<file path="src/rtl/boot_sequencer_if.sv">
// Signal bundle between boot_sequencer and the MIPS datapath / program source.
// master = sequencer side, slave = datapath and program-source side.
interface boot_sequencer_if;
    logic        start;
    logic [15:0] progLen;
    logic        loadValid;
    logic [31:0] loadData;
    logic        loadReady;
    logic [31:0] instrAddrOut;
    logic [31:0] instrDataOut;
    logic        instrWrite;
    logic        instrRead;
    logic        initializing;
    logic        pcReset;
    logic        pcWrite;
    logic [31:0] pcValue;
    logic        dumpRegEn;
    logic [4:0]  dumpRegAddr;
    logic [31:0] regDataIn;
    logic        dumpValid;
    logic [4:0]  dumpIdx;
    logic [31:0] dumpData;
    logic [15:0] cycleNo;
    logic        done;
    logic        timeout;
    logic        progErr;

    modport master (
        input  start, progLen, loadValid, loadData, pcValue, regDataIn,
        output loadReady, instrAddrOut, instrDataOut, instrWrite, instrRead,
               initializing, pcReset, pcWrite, dumpRegEn, dumpRegAddr,
               dumpValid, dumpIdx, dumpData, cycleNo, done, timeout, progErr
    );

    modport slave (
        output start, progLen, loadValid, loadData, pcValue, regDataIn,
        input  loadReady, instrAddrOut, instrDataOut, instrWrite, instrRead,
               initializing, pcReset, pcWrite, dumpRegEn, dumpRegAddr,
               dumpValid, dumpIdx, dumpData, cycleNo, done, timeout, progErr
    );
endinterface

</file>
<file path="src/rtl/boot_sequencer.sv">
// Run controller for the single-cycle MIPS datapath: load program, run with watchdog, optional dump.
// Define BOOT_REGDUMP_EN to include the register-dump phase; otherwise RUN ends directly in DONE.
module boot_sequencer #(
    parameter int unsigned PROG_WORDS_MAX = 256,
    parameter int unsigned MAX_CYCLES     = 1024,
    parameter int unsigned NUM_REGS       = 32
) (
    input  logic             clk,
    input  logic             resetN,
    boot_sequencer_if.master bus
);
    typedef enum logic [2:0] {
        S_IDLE,
        S_LOAD,
        S_RUN,
        S_DUMP,
        S_DONE
    } state_e;

    localparam logic [15:0] WD_LAST   = 16'(MAX_CYCLES - 1);
    localparam logic [5:0]  DUMP_LAST = 6'(NUM_REGS);
    localparam logic [4:0]  ADDR_LAST = 5'(NUM_REGS - 1);

`ifdef BOOT_REGDUMP_EN
    localparam state_e RUN_EXIT = S_DUMP;
`else
    localparam state_e RUN_EXIT = S_DONE;
`endif

    state_e      state_q, state_d;
    logic [15:0] progLen_q, progLen_d;
    logic [15:0] wordIdx_q, wordIdx_d;
    logic [15:0] cycleNo_q, cycleNo_d;
    logic        timeout_q, timeout_d;
    logic        progErr_q, progErr_d;
    logic [5:0]  dumpCnt_q, dumpCnt_d;

    logic        loadReady_c;
    logic        instrWrite_c;
    logic        instrRead_c;
    logic        initializing_c;
    logic        pcReset_c;
    logic        pcWrite_c;
    logic        dumpRegEn_c;
    logic        done_c;

    logic        pcEnd;
    logic        wdEnd;
    logic        badLen;
    logic [4:0]  dumpAddr;

    assign pcEnd    = bus.pcValue >= {14'd0, progLen_q, 2'b00};
    assign wdEnd    = cycleNo_q == WD_LAST;
    assign badLen   = (bus.progLen == '0) || (32'(bus.progLen) > PROG_WORDS_MAX);
    // Address holds at the last register during the final cycle that only emits it.
    assign dumpAddr = (dumpCnt_q < DUMP_LAST) ? dumpCnt_q[4:0] : ADDR_LAST;
    assign dumpCnt_d = dumpRegEn_c ? dumpCnt_q + 6'd1 : '0;

    always_ff @(posedge clk or negedge resetN) begin
        if (!resetN) begin
            state_q   <= S_IDLE;
            progLen_q <= '0;
            wordIdx_q <= '0;
            cycleNo_q <= '0;
            timeout_q <= 1'b0;
            progErr_q <= 1'b0;
            dumpCnt_q <= '0;
        end else begin
            state_q   <= state_d;
            progLen_q <= progLen_d;
            wordIdx_q <= wordIdx_d;
            cycleNo_q <= cycleNo_d;
            timeout_q <= timeout_d;
            progErr_q <= progErr_d;
            dumpCnt_q <= dumpCnt_d;
        end
    end

    always_comb begin
        state_d        = state_q;
        progLen_d      = progLen_q;
        wordIdx_d      = wordIdx_q;
        cycleNo_d      = cycleNo_q;
        timeout_d      = timeout_q;
        progErr_d      = progErr_q;
        loadReady_c    = 1'b0;
        instrWrite_c   = 1'b0;
        instrRead_c    = 1'b0;
        initializing_c = 1'b1;
        pcReset_c      = 1'b1;
        pcWrite_c      = 1'b0;
        dumpRegEn_c    = 1'b0;
        done_c         = 1'b0;

        case (state_q)
            S_IDLE, S_DONE: begin
                done_c = (state_q == S_DONE);
                if (bus.start) begin
                    progLen_d = bus.progLen;
                    wordIdx_d = '0;
                    cycleNo_d = '0;
                    timeout_d = 1'b0;
                    progErr_d = badLen;
                    state_d   = badLen ? S_DONE : S_LOAD;
                end
            end

            S_LOAD: begin
                loadReady_c  = 1'b1;
                instrWrite_c = bus.loadValid;
                if (bus.loadValid) begin
                    wordIdx_d = wordIdx_q + 16'd1;
                    if (wordIdx_q == progLen_q - 16'd1) begin
                        state_d = S_RUN;
                    end
                end
            end

            S_RUN: begin
                pcReset_c      = 1'b0;
                pcWrite_c      = 1'b1;
                instrRead_c    = 1'b1;
                initializing_c = 1'b0;
                // PC reaching the end takes priority over the watchdog in the same cycle.
                if (pcEnd) begin
                    state_d = RUN_EXIT;
                end else if (wdEnd) begin
                    timeout_d = 1'b1;
                    state_d   = RUN_EXIT;
                end else if (cycleNo_q != 16'hFFFF) begin
                    cycleNo_d = cycleNo_q + 16'd1;
                end
            end

            S_DUMP: begin
                pcReset_c      = 1'b0;
                initializing_c = 1'b0;
                dumpRegEn_c    = 1'b1;
                if (dumpCnt_q == DUMP_LAST) begin
                    state_d = S_DONE;
                end
            end

            default: begin
                state_d = S_IDLE;
            end
        endcase
    end

    assign bus.loadReady    = loadReady_c;
    assign bus.instrAddrOut = {14'd0, wordIdx_q, 2'b00};
    assign bus.instrDataOut = bus.loadData;
    assign bus.instrWrite   = instrWrite_c;
    assign bus.instrRead    = instrRead_c;
    assign bus.initializing = initializing_c;
    assign bus.pcReset      = pcReset_c;
    assign bus.pcWrite      = pcWrite_c;
    assign bus.dumpRegAddr  = dumpAddr;
    assign bus.cycleNo      = cycleNo_q;
    assign bus.done         = done_c;
    assign bus.timeout      = timeout_q;
    assign bus.progErr      = progErr_q;

`ifdef BOOT_REGDUMP_EN
    logic        dumpValid_q;
    logic [4:0]  dumpIdx_q;
    logic [31:0] dumpData_q;

    always_ff @(posedge clk or negedge resetN) begin
        if (!resetN) begin
            dumpValid_q <= 1'b0;
            dumpIdx_q   <= '0;
            dumpData_q  <= '0;
        end else if (dumpRegEn_c && (dumpCnt_q < DUMP_LAST)) begin
            dumpValid_q <= 1'b1;
            dumpIdx_q   <= dumpAddr;
            dumpData_q  <= bus.regDataIn;
        end else begin
            dumpValid_q <= 1'b0;
        end
    end

    assign bus.dumpRegEn = dumpRegEn_c;
    assign bus.dumpValid = dumpValid_q;
    assign bus.dumpIdx   = dumpIdx_q;
    assign bus.dumpData  = dumpData_q;
`else
    assign bus.dumpRegEn = 1'b0;
    assign bus.dumpValid = 1'b0;
    assign bus.dumpIdx   = '0;
    assign bus.dumpData  = '0;
`endif
endmodule

</file>
<file path="src/flat_wrapper.sv">
// flat-port wrapper written by rule: the top's interface ports become plain ports
module boot_sequencer_flat 
#(
    parameter int unsigned PROG_WORDS_MAX = 256,
    parameter int unsigned MAX_CYCLES     = 1024,
    parameter int unsigned NUM_REGS       = 32
)
  (clk, resetN, bus_start, bus_progLen, bus_loadValid, bus_loadData, bus_pcValue, bus_regDataIn, bus_loadReady, bus_instrAddrOut, bus_instrDataOut, bus_instrWrite, bus_instrRead, bus_initializing, bus_pcReset, bus_pcWrite, bus_dumpRegEn, bus_dumpRegAddr, bus_dumpValid, bus_dumpIdx, bus_dumpData, bus_cycleNo, bus_done, bus_timeout, bus_progErr);
  boot_sequencer_if bus_i ();
  input  logic clk;
  input  logic resetN;
  input wire logic [$bits(bus_i.start)-1:0] bus_start;
  input wire logic [$bits(bus_i.progLen)-1:0] bus_progLen;
  input wire logic [$bits(bus_i.loadValid)-1:0] bus_loadValid;
  input wire logic [$bits(bus_i.loadData)-1:0] bus_loadData;
  input wire logic [$bits(bus_i.pcValue)-1:0] bus_pcValue;
  input wire logic [$bits(bus_i.regDataIn)-1:0] bus_regDataIn;
  output wire logic [$bits(bus_i.loadReady)-1:0] bus_loadReady;
  output wire logic [$bits(bus_i.instrAddrOut)-1:0] bus_instrAddrOut;
  output wire logic [$bits(bus_i.instrDataOut)-1:0] bus_instrDataOut;
  output wire logic [$bits(bus_i.instrWrite)-1:0] bus_instrWrite;
  output wire logic [$bits(bus_i.instrRead)-1:0] bus_instrRead;
  output wire logic [$bits(bus_i.initializing)-1:0] bus_initializing;
  output wire logic [$bits(bus_i.pcReset)-1:0] bus_pcReset;
  output wire logic [$bits(bus_i.pcWrite)-1:0] bus_pcWrite;
  output wire logic [$bits(bus_i.dumpRegEn)-1:0] bus_dumpRegEn;
  output wire logic [$bits(bus_i.dumpRegAddr)-1:0] bus_dumpRegAddr;
  output wire logic [$bits(bus_i.dumpValid)-1:0] bus_dumpValid;
  output wire logic [$bits(bus_i.dumpIdx)-1:0] bus_dumpIdx;
  output wire logic [$bits(bus_i.dumpData)-1:0] bus_dumpData;
  output wire logic [$bits(bus_i.cycleNo)-1:0] bus_cycleNo;
  output wire logic [$bits(bus_i.done)-1:0] bus_done;
  output wire logic [$bits(bus_i.timeout)-1:0] bus_timeout;
  output wire logic [$bits(bus_i.progErr)-1:0] bus_progErr;
  assign bus_i.start = bus_start;
  assign bus_i.progLen = bus_progLen;
  assign bus_i.loadValid = bus_loadValid;
  assign bus_i.loadData = bus_loadData;
  assign bus_i.pcValue = bus_pcValue;
  assign bus_i.regDataIn = bus_regDataIn;
  assign bus_loadReady = bus_i.loadReady;
  assign bus_instrAddrOut = bus_i.instrAddrOut;
  assign bus_instrDataOut = bus_i.instrDataOut;
  assign bus_instrWrite = bus_i.instrWrite;
  assign bus_instrRead = bus_i.instrRead;
  assign bus_initializing = bus_i.initializing;
  assign bus_pcReset = bus_i.pcReset;
  assign bus_pcWrite = bus_i.pcWrite;
  assign bus_dumpRegEn = bus_i.dumpRegEn;
  assign bus_dumpRegAddr = bus_i.dumpRegAddr;
  assign bus_dumpValid = bus_i.dumpValid;
  assign bus_dumpIdx = bus_i.dumpIdx;
  assign bus_dumpData = bus_i.dumpData;
  assign bus_cycleNo = bus_i.cycleNo;
  assign bus_done = bus_i.done;
  assign bus_timeout = bus_i.timeout;
  assign bus_progErr = bus_i.progErr;
  boot_sequencer #(.PROG_WORDS_MAX(PROG_WORDS_MAX), .MAX_CYCLES(MAX_CYCLES), .NUM_REGS(NUM_REGS)) u_core (.clk(clk), .resetN(resetN), .bus(bus_i));
endmodule
</file>
<file path="config.mk">
export PLATFORM = sky130hd
export DESIGN_NAME = boot_sequencer_flat
export DESIGN_NICKNAME = d
export VERILOG_FILES = /design/src/rtl/boot_sequencer_if.sv /design/src/rtl/boot_sequencer.sv /design/src/flat_wrapper.sv
export SDC_FILE = /design/constraint.sdc
export NUM_CORES = 1
export LEC_CHECK = 0
export BUFFER_PORTS_ARGS = -buffer_cell sky130_fd_sc_hd__buf_2
export CAP_MARGIN = 0
export CORE_ASPECT_RATIO = 0.7
export CORE_MARGIN = 2
export CORE_UTILIZATION = 46
export CTS_CLUSTER_SIZE = 16
export DETAILED_ROUTE_END_ITERATION = 10
export GPL_TIMING_DRIVEN = 0
export PLACE_DENSITY = 0.82
export SLEW_MARGIN = 10
export SYNTH_ARGS = -nofsm -noshare
export SYNTH_HDL_FRONTEND = slang
export SYNTH_SLANG_ARGS = --single-unit
</file>
<file path="constraint.sdc">
create_clock -name clk -period 2.5 [get_ports clk]
set_input_delay 0.125 -clock clk [delete_from_list [all_inputs] [get_ports clk]]
set_output_delay 0.125 -clock clk [all_outputs]
set_load 0.05 [all_outputs]
</file>
# Word-level counts from Yosys, hierarchy flattened
# Cells that the tools add are included.
# classes
reduce_logical	12
n_mux	27
n_eq_ne	17
n_addsub	4
magnitude_cmp	3
# ops
cell	n
16-bit two-way mux	5
16-bit case mux with 2 select lines	2
16-bit by 1-bit adder with 16-bit output (second input constant)	2
32-bit by 18-bit greater-or-equal comparator with 1-bit output	1
3-bit two-way mux	7
16-bit by 10-bit equality test with 1-bit output (second input constant)	1
16-bit equality test	1
16-bit by 9-bit greater-than comparator with 1-bit output (second input constant)	1
16-bit logical NOT	1
16-bit inequality test (second input constant)	1
16-bit by 1-bit subtractor with 16-bit output (second input constant)	1
3-bit case mux with 4 select lines	1
5-bit AND reduction	2
1-bit two-way mux	9
2-bit by 1-bit inequality test with 1-bit output (second input constant)	4
2-bit inequality test (second input constant)	4
6-bit by 1-bit adder with 6-bit output (second input constant)	1
3-bit by 2-bit equality test with 1-bit output (second input constant)	2
6-bit equality test (second input constant)	1
6-bit less-than comparator (second input constant)	1
6-bit two-way mux	1
5-bit two-way mux	1
4-bit AND reduction	1
2-bit nonzero test	2
9 further kinds	10
# word_totals
register_bits	59
out_inout_bits	133
input_bits	116

# Depth between registers and ports, before layout
# logic_depth
ltp_word	5
mapped_depth	11
ltp_nobuf	9

# Worst setup path before layout
# OpenSTA, ideal clock, no wires.
# synth_path
path_type	register -> register
startpoint	register u_core.state_q[1]
endpoint	register u_core.cycleNo_q[15], in the netlist u_core.bus.cycleNo[15]
synth_period_minus_slack_ps	2747
path_slack_ps	-247
t_arrival_ps	2628
t_required_ps	2380
path_stages_with_launch	10
path_cell_list	dfrtp_1 -> inv_2 -> nor2_1 -> inv_2 -> nor2_1 -> o21ai_2 -> buf_4 -> nor3_1 -> a21oi_1 -> a31o_1
# synth_via
elab_chain_len	4
word_cells_on_any_way	11
cone_classes	eq/ne: 6; mux: 1; reduce/logical: 4
# synth_lines
item	line_no	source
start: declaration	boot_sequencer.sv:30	state_e state_q, state_d;
start signal: assignment	boot_sequencer.sv:69	state_q <= state_d;
3-bit equality test or 3-bit logical NOT (tied branches)	boot_sequencer.sv:95	case (state_q)
2-bit OR reduction	boot_sequencer.sv:95	
2-bit inequality test (no source line) or 2-bit nonzero test (tied branches)	--	
5-bit AND reduction (no source line)	--	
end signal: assignment	boot_sequencer.sv:72	cycleNo_q <= cycleNo_d;
end: declaration	boot_sequencer.sv:33	logic [15:0] cycleNo_q, cycleNo_d;
# Parallel ways exist; a longest one is shown, timed or not.
# A chain may end at the register's enable or synchronous reset.

# Worst setup path after layout
# layout_path
startpoint	register u_core.progLen_q[3]
endpoint	register u_core.state_q[0]
# layout_via
elab_chain_len	4
word_cells_on_any_way	8
cone_classes	add/sub: 1; order compare: 1; eq/ne: 3; mux: 2; reduce/logical: 1
# layout_lines
item	line_no	source
start: declaration	boot_sequencer.sv:31	logic [15:0] progLen_q, progLen_d;
start signal: assignment	boot_sequencer.sv:70	progLen_q <= progLen_d;
16-bit by 1-bit subtractor with 16-bit output	boot_sequencer.sv:113	if (wordIdx_q == progLen_q - 16'd1) begin
16-bit equality test	boot_sequencer.sv:113	
2-bit by 1-bit inequality test with 1-bit output (no source line)	--	
5-bit AND reduction (no source line)	--	
# Parallel ways exist; a longest one is shown, timed or not.

==> impl_metrics.toml <==
[drt]
drt_iter0_drc = 316
dr_total_vias = 4473
wl_per_cell_microns = 14.5
postRouteWirelength_mm = 12.8
via_per_inst = 5.09
dr.pass1.iters = 7
postRouteAntennaNets = 0
route.detailed.drc = 0

[timing]
max_freq_mhz = 404
final-hold-violation-count = 0
rsz0062_at_grt = "true"
final-setup-viol-count = 0
period_minus_slack_ps = 2470
clock_skew_ps = 7.22
fin_crit_sh_pct = 98.9
tightest_slew_ps = 1220
slew_violations = 0
max_slew_margin_pct = 17.9
fin_ws_ps = 26.7

[global_routing]
grt.total_usage_pct = 22.9
use_met2_pct = 36.5
grt_pass1_wl_mm = 19.5
met1_usage_pct = 31.1
grt_max_degree = 60
globalRouteMet3Util_pct = 4.62
overflow = 0
top_usage_layer = "met2"
grt_antenna_before_repair = 0
grt_pass1_vias = 4105

[synth]
netlist_top_cells_area = "dfrtp_1 32%, buf_4 15%, ha_1 5.7%"
synth_top_area_cell = "dfrtp_1"
synth_area_per_cell_sq_um = 8.47
synth_top_area_share_pct = 32.1
seq_area_frac_synth_pct = 32.1
ys_ff_latch = 59
ys.warnings.count = 0
syn_inst = 544
synth_cell_types = 60
synth-async-reset-ratio_pct = 100
synth_edf_count = 0
synth_ff_type = "dfrtp_1"
synthesis.area_sq_um = 4610

[pwr]
ir_drop_uv = 302
power.internal_w = 0.00202
power_frac_comb_pct = 26.0
switching_power_w = 0.00105
pwr_density_cell_nw_per_um2 = 505
power_frac_seq_pct = 33.0
p_total_w = 0.00308
clock_power_share_pct = 41.0
p_leak_nw = 3.11
netSwitchingFraction_pct = 34.2

[outcome]
status = "finished, final reports clean"

[cells_and_area]
diodes = 0
area_growth_pct = 32.4
final_util_pct = 62.7
nets = 883
drive_above_1_share_pct = 38.7

[clocking]
cts_buffers = 9
clockBufferDepth = 2
worstSkewPairLatency_ps = 330
clock_tree.root_cell = "clkbuf_16"
clk_pin_slew_ps = 60
cts_tree = "built"
cts.sinks = 59
htreeDepth = 3

[die]
row_count = 30
die_x_microns = 124
floorplan.initialDensity_pct = 47.4
die_area_sq_um = 10800
design.portCount = 249
die_h_microns = 87.7
core_area_sq_um = 9720

[flow_run]
max_cap_violations = 0

[placed_design]
gp_congestion = 0.932
io_buffers = 129
hpwl_mm = 9.62
dp_slack_ps = -249

[critical_path]
worstPathRequired_ps = 2720
cpPeakStageDelay_ps = 560
critPathMaxFanout = 8
crit_chain = "buf_6 -> or4_4 -> nor3_1 -> o21ai_0 -> a32o_2 -> a211oi_2 -> nand4_1 -> a211o_1"
cp_slowest_cell = "or4_4"
critPathTopFamily = "simple AND/OR/NAND/NOR gates"
cp_num_buf_inv = 1
start_kind = "flop"
arrival_ps = 2690
critical_path_class = "reg -> reg"
cp-end-kind = "flop"

[hold_path]
worstHoldPathType = "in -> reg"
power groups by stage:
stage	Clock [W]	Sequential, W	Combinational, W
2_1_floorplan	0	0.00102	0.000598
3_3_place_gp	0	0.00103	0.000727
3_5_place_dp	0	0.00103	0.000746
4_1_cts	0.00127	0.00101	0.000759
5_1_grt	0.00131	0.00102	0.000859
6_report	0.00126	0.00101	0.000801
cells in the mapped netlist (9+ instances only):
master	n
buf_4	90
dfrtp_1	59
nand2_1	50
nor2_1	47
inv_1	28
nand3_1	28
o21ai_0	28
xnor2_1	27
ha_1	21
nand4_1	15
nor3_1	14
a21oi_1	12
xor2_1	12
nor4_1	11
clkbuf_1	10
nor4_2	10
and3_1	9
what timing repair did:
action                                  CTS  global route
hold buffers                              1             0
endpoints found under the setup margin   14            19
setup buffers                             1             7
gates resized for setup                   7            21
hold endpoints to repair                 59             0
pin swaps                                 1             4
routing by layer:
metal,wire (microns),vias up
li1,-,2136
met1,5430,2050
met2,6040,257
met3,1030,30
met4,278,0
met5,0,-
kinds of logic after synthesis:
logic type,synth area share (%)
buffers and inverters,19.0
muxes,0.652
DFF,32.1
other,0.0814
xor gates and xnor gates,7.42
and+or+nand+nor,25.5
adders and majority gates,5.70
AOI/OAI and AO/OA,9.59
flip-flops by register name, indices dropped and copies added (netlist names):
name                count
u_core.progLen_q       16
u_core.bus.cycleNo     16
u_core.bus.timeout      1
u_core.wordIdx_q       16
u_core.bus.progErr      1
u_core.dumpCnt_q        6
u_core.state_q          3
tightest hold or removal path: cells and delay by family:
kind / cells / cell delay (ps)
AO/OA/AOI/OAI: 1 / 60
buffers and inverters: 1 / 90
AND/OR/NAND/NOR: 1 / 40
area by class of cell:
cell class / count / area, sq um
Fill cell: 810 / 3630
Multi-Input combinational cell: 403 / 2550
Sequential cell: 59 / 1480
Buffer: 104 / 771
Timing Repair Buffer: 138 / 718
Clock buffer: 9 / 225
Tap cell: 128 / 160
Inverter: 31 / 116
Clock inverter: 7 / 76.3
worst paths after layout:
path,from,to,slack [ps],depth (start not counted)
max,u_core.progLen_q[3],u_core.state_q[0],30,8
min,bus_progLen[2],u_core.progLen_q[2],10,3
max reg2reg,u_core.progLen_q[3],u_core.state_q[0],30,8
min reg2reg,u_core.bus.progErr,u_core.bus.progErr,510,2
max in group asynchronous,resetN,u_core.progLen_q[7],1540,2
min in group asynchronous,resetN,u_core.progLen_q[1],410,2
stage by stage:
stage / hold WS [ps] / std cells / TNS [ps] / cell area [sq um]
final: 13.9 / 879 / 0 / 6100
after global routing: 14.4 / 879 / -145 / 6100
after CTS: 8.97 / 873 / 0 / 5970
after detailed placement: 242 / 855 / -2490 / 5620
after global placement: 352 / 855 / -1080 / 5620
after floorplan: -171 / 598 / 0 / 4810
cells in the final DEF (no fill, tap or decap), types with 3 or more instances in the layout:
master / Yosys / final
buf_2: 1 / 128
buf_4: 90 / 99
nor4_2: 10 / 5
conb_1: 1 / 55
a21oi_1: 12 / 12
inv_2: 2 / 5
o21ai_1: 4 / 3
or2_2: 5 / 5
nor2_1: 47 / 45
xor2_1: 12 / 12
dfrtp_2: 0 / 3
nand3_1: 28 / 28
and4_1: 3 / 3
nor4_4: 1 / 6
nor4_1: 11 / 11
dfrtp_1: 59 / 56
clkbuf_16: 0 / 9
nand2_1: 50 / 50
o21ai_0: 28 / 27
nor3_2: 1 / 3
inv_1: 28 / 25
nand4_1: 15 / 15
nor3_1: 14 / 12
clkbuf_1: 10 / 9
xnor2_1: 27 / 27
a31oi_1: 6 / 6
mux2i_1: 3 / 3
and3_1: 9 / 9
nor2b_1: 4 / 4
buf_6: 1 / 3
ha_1: 21 / 21
Note: power is estimated with default switching activity, not from simulation.
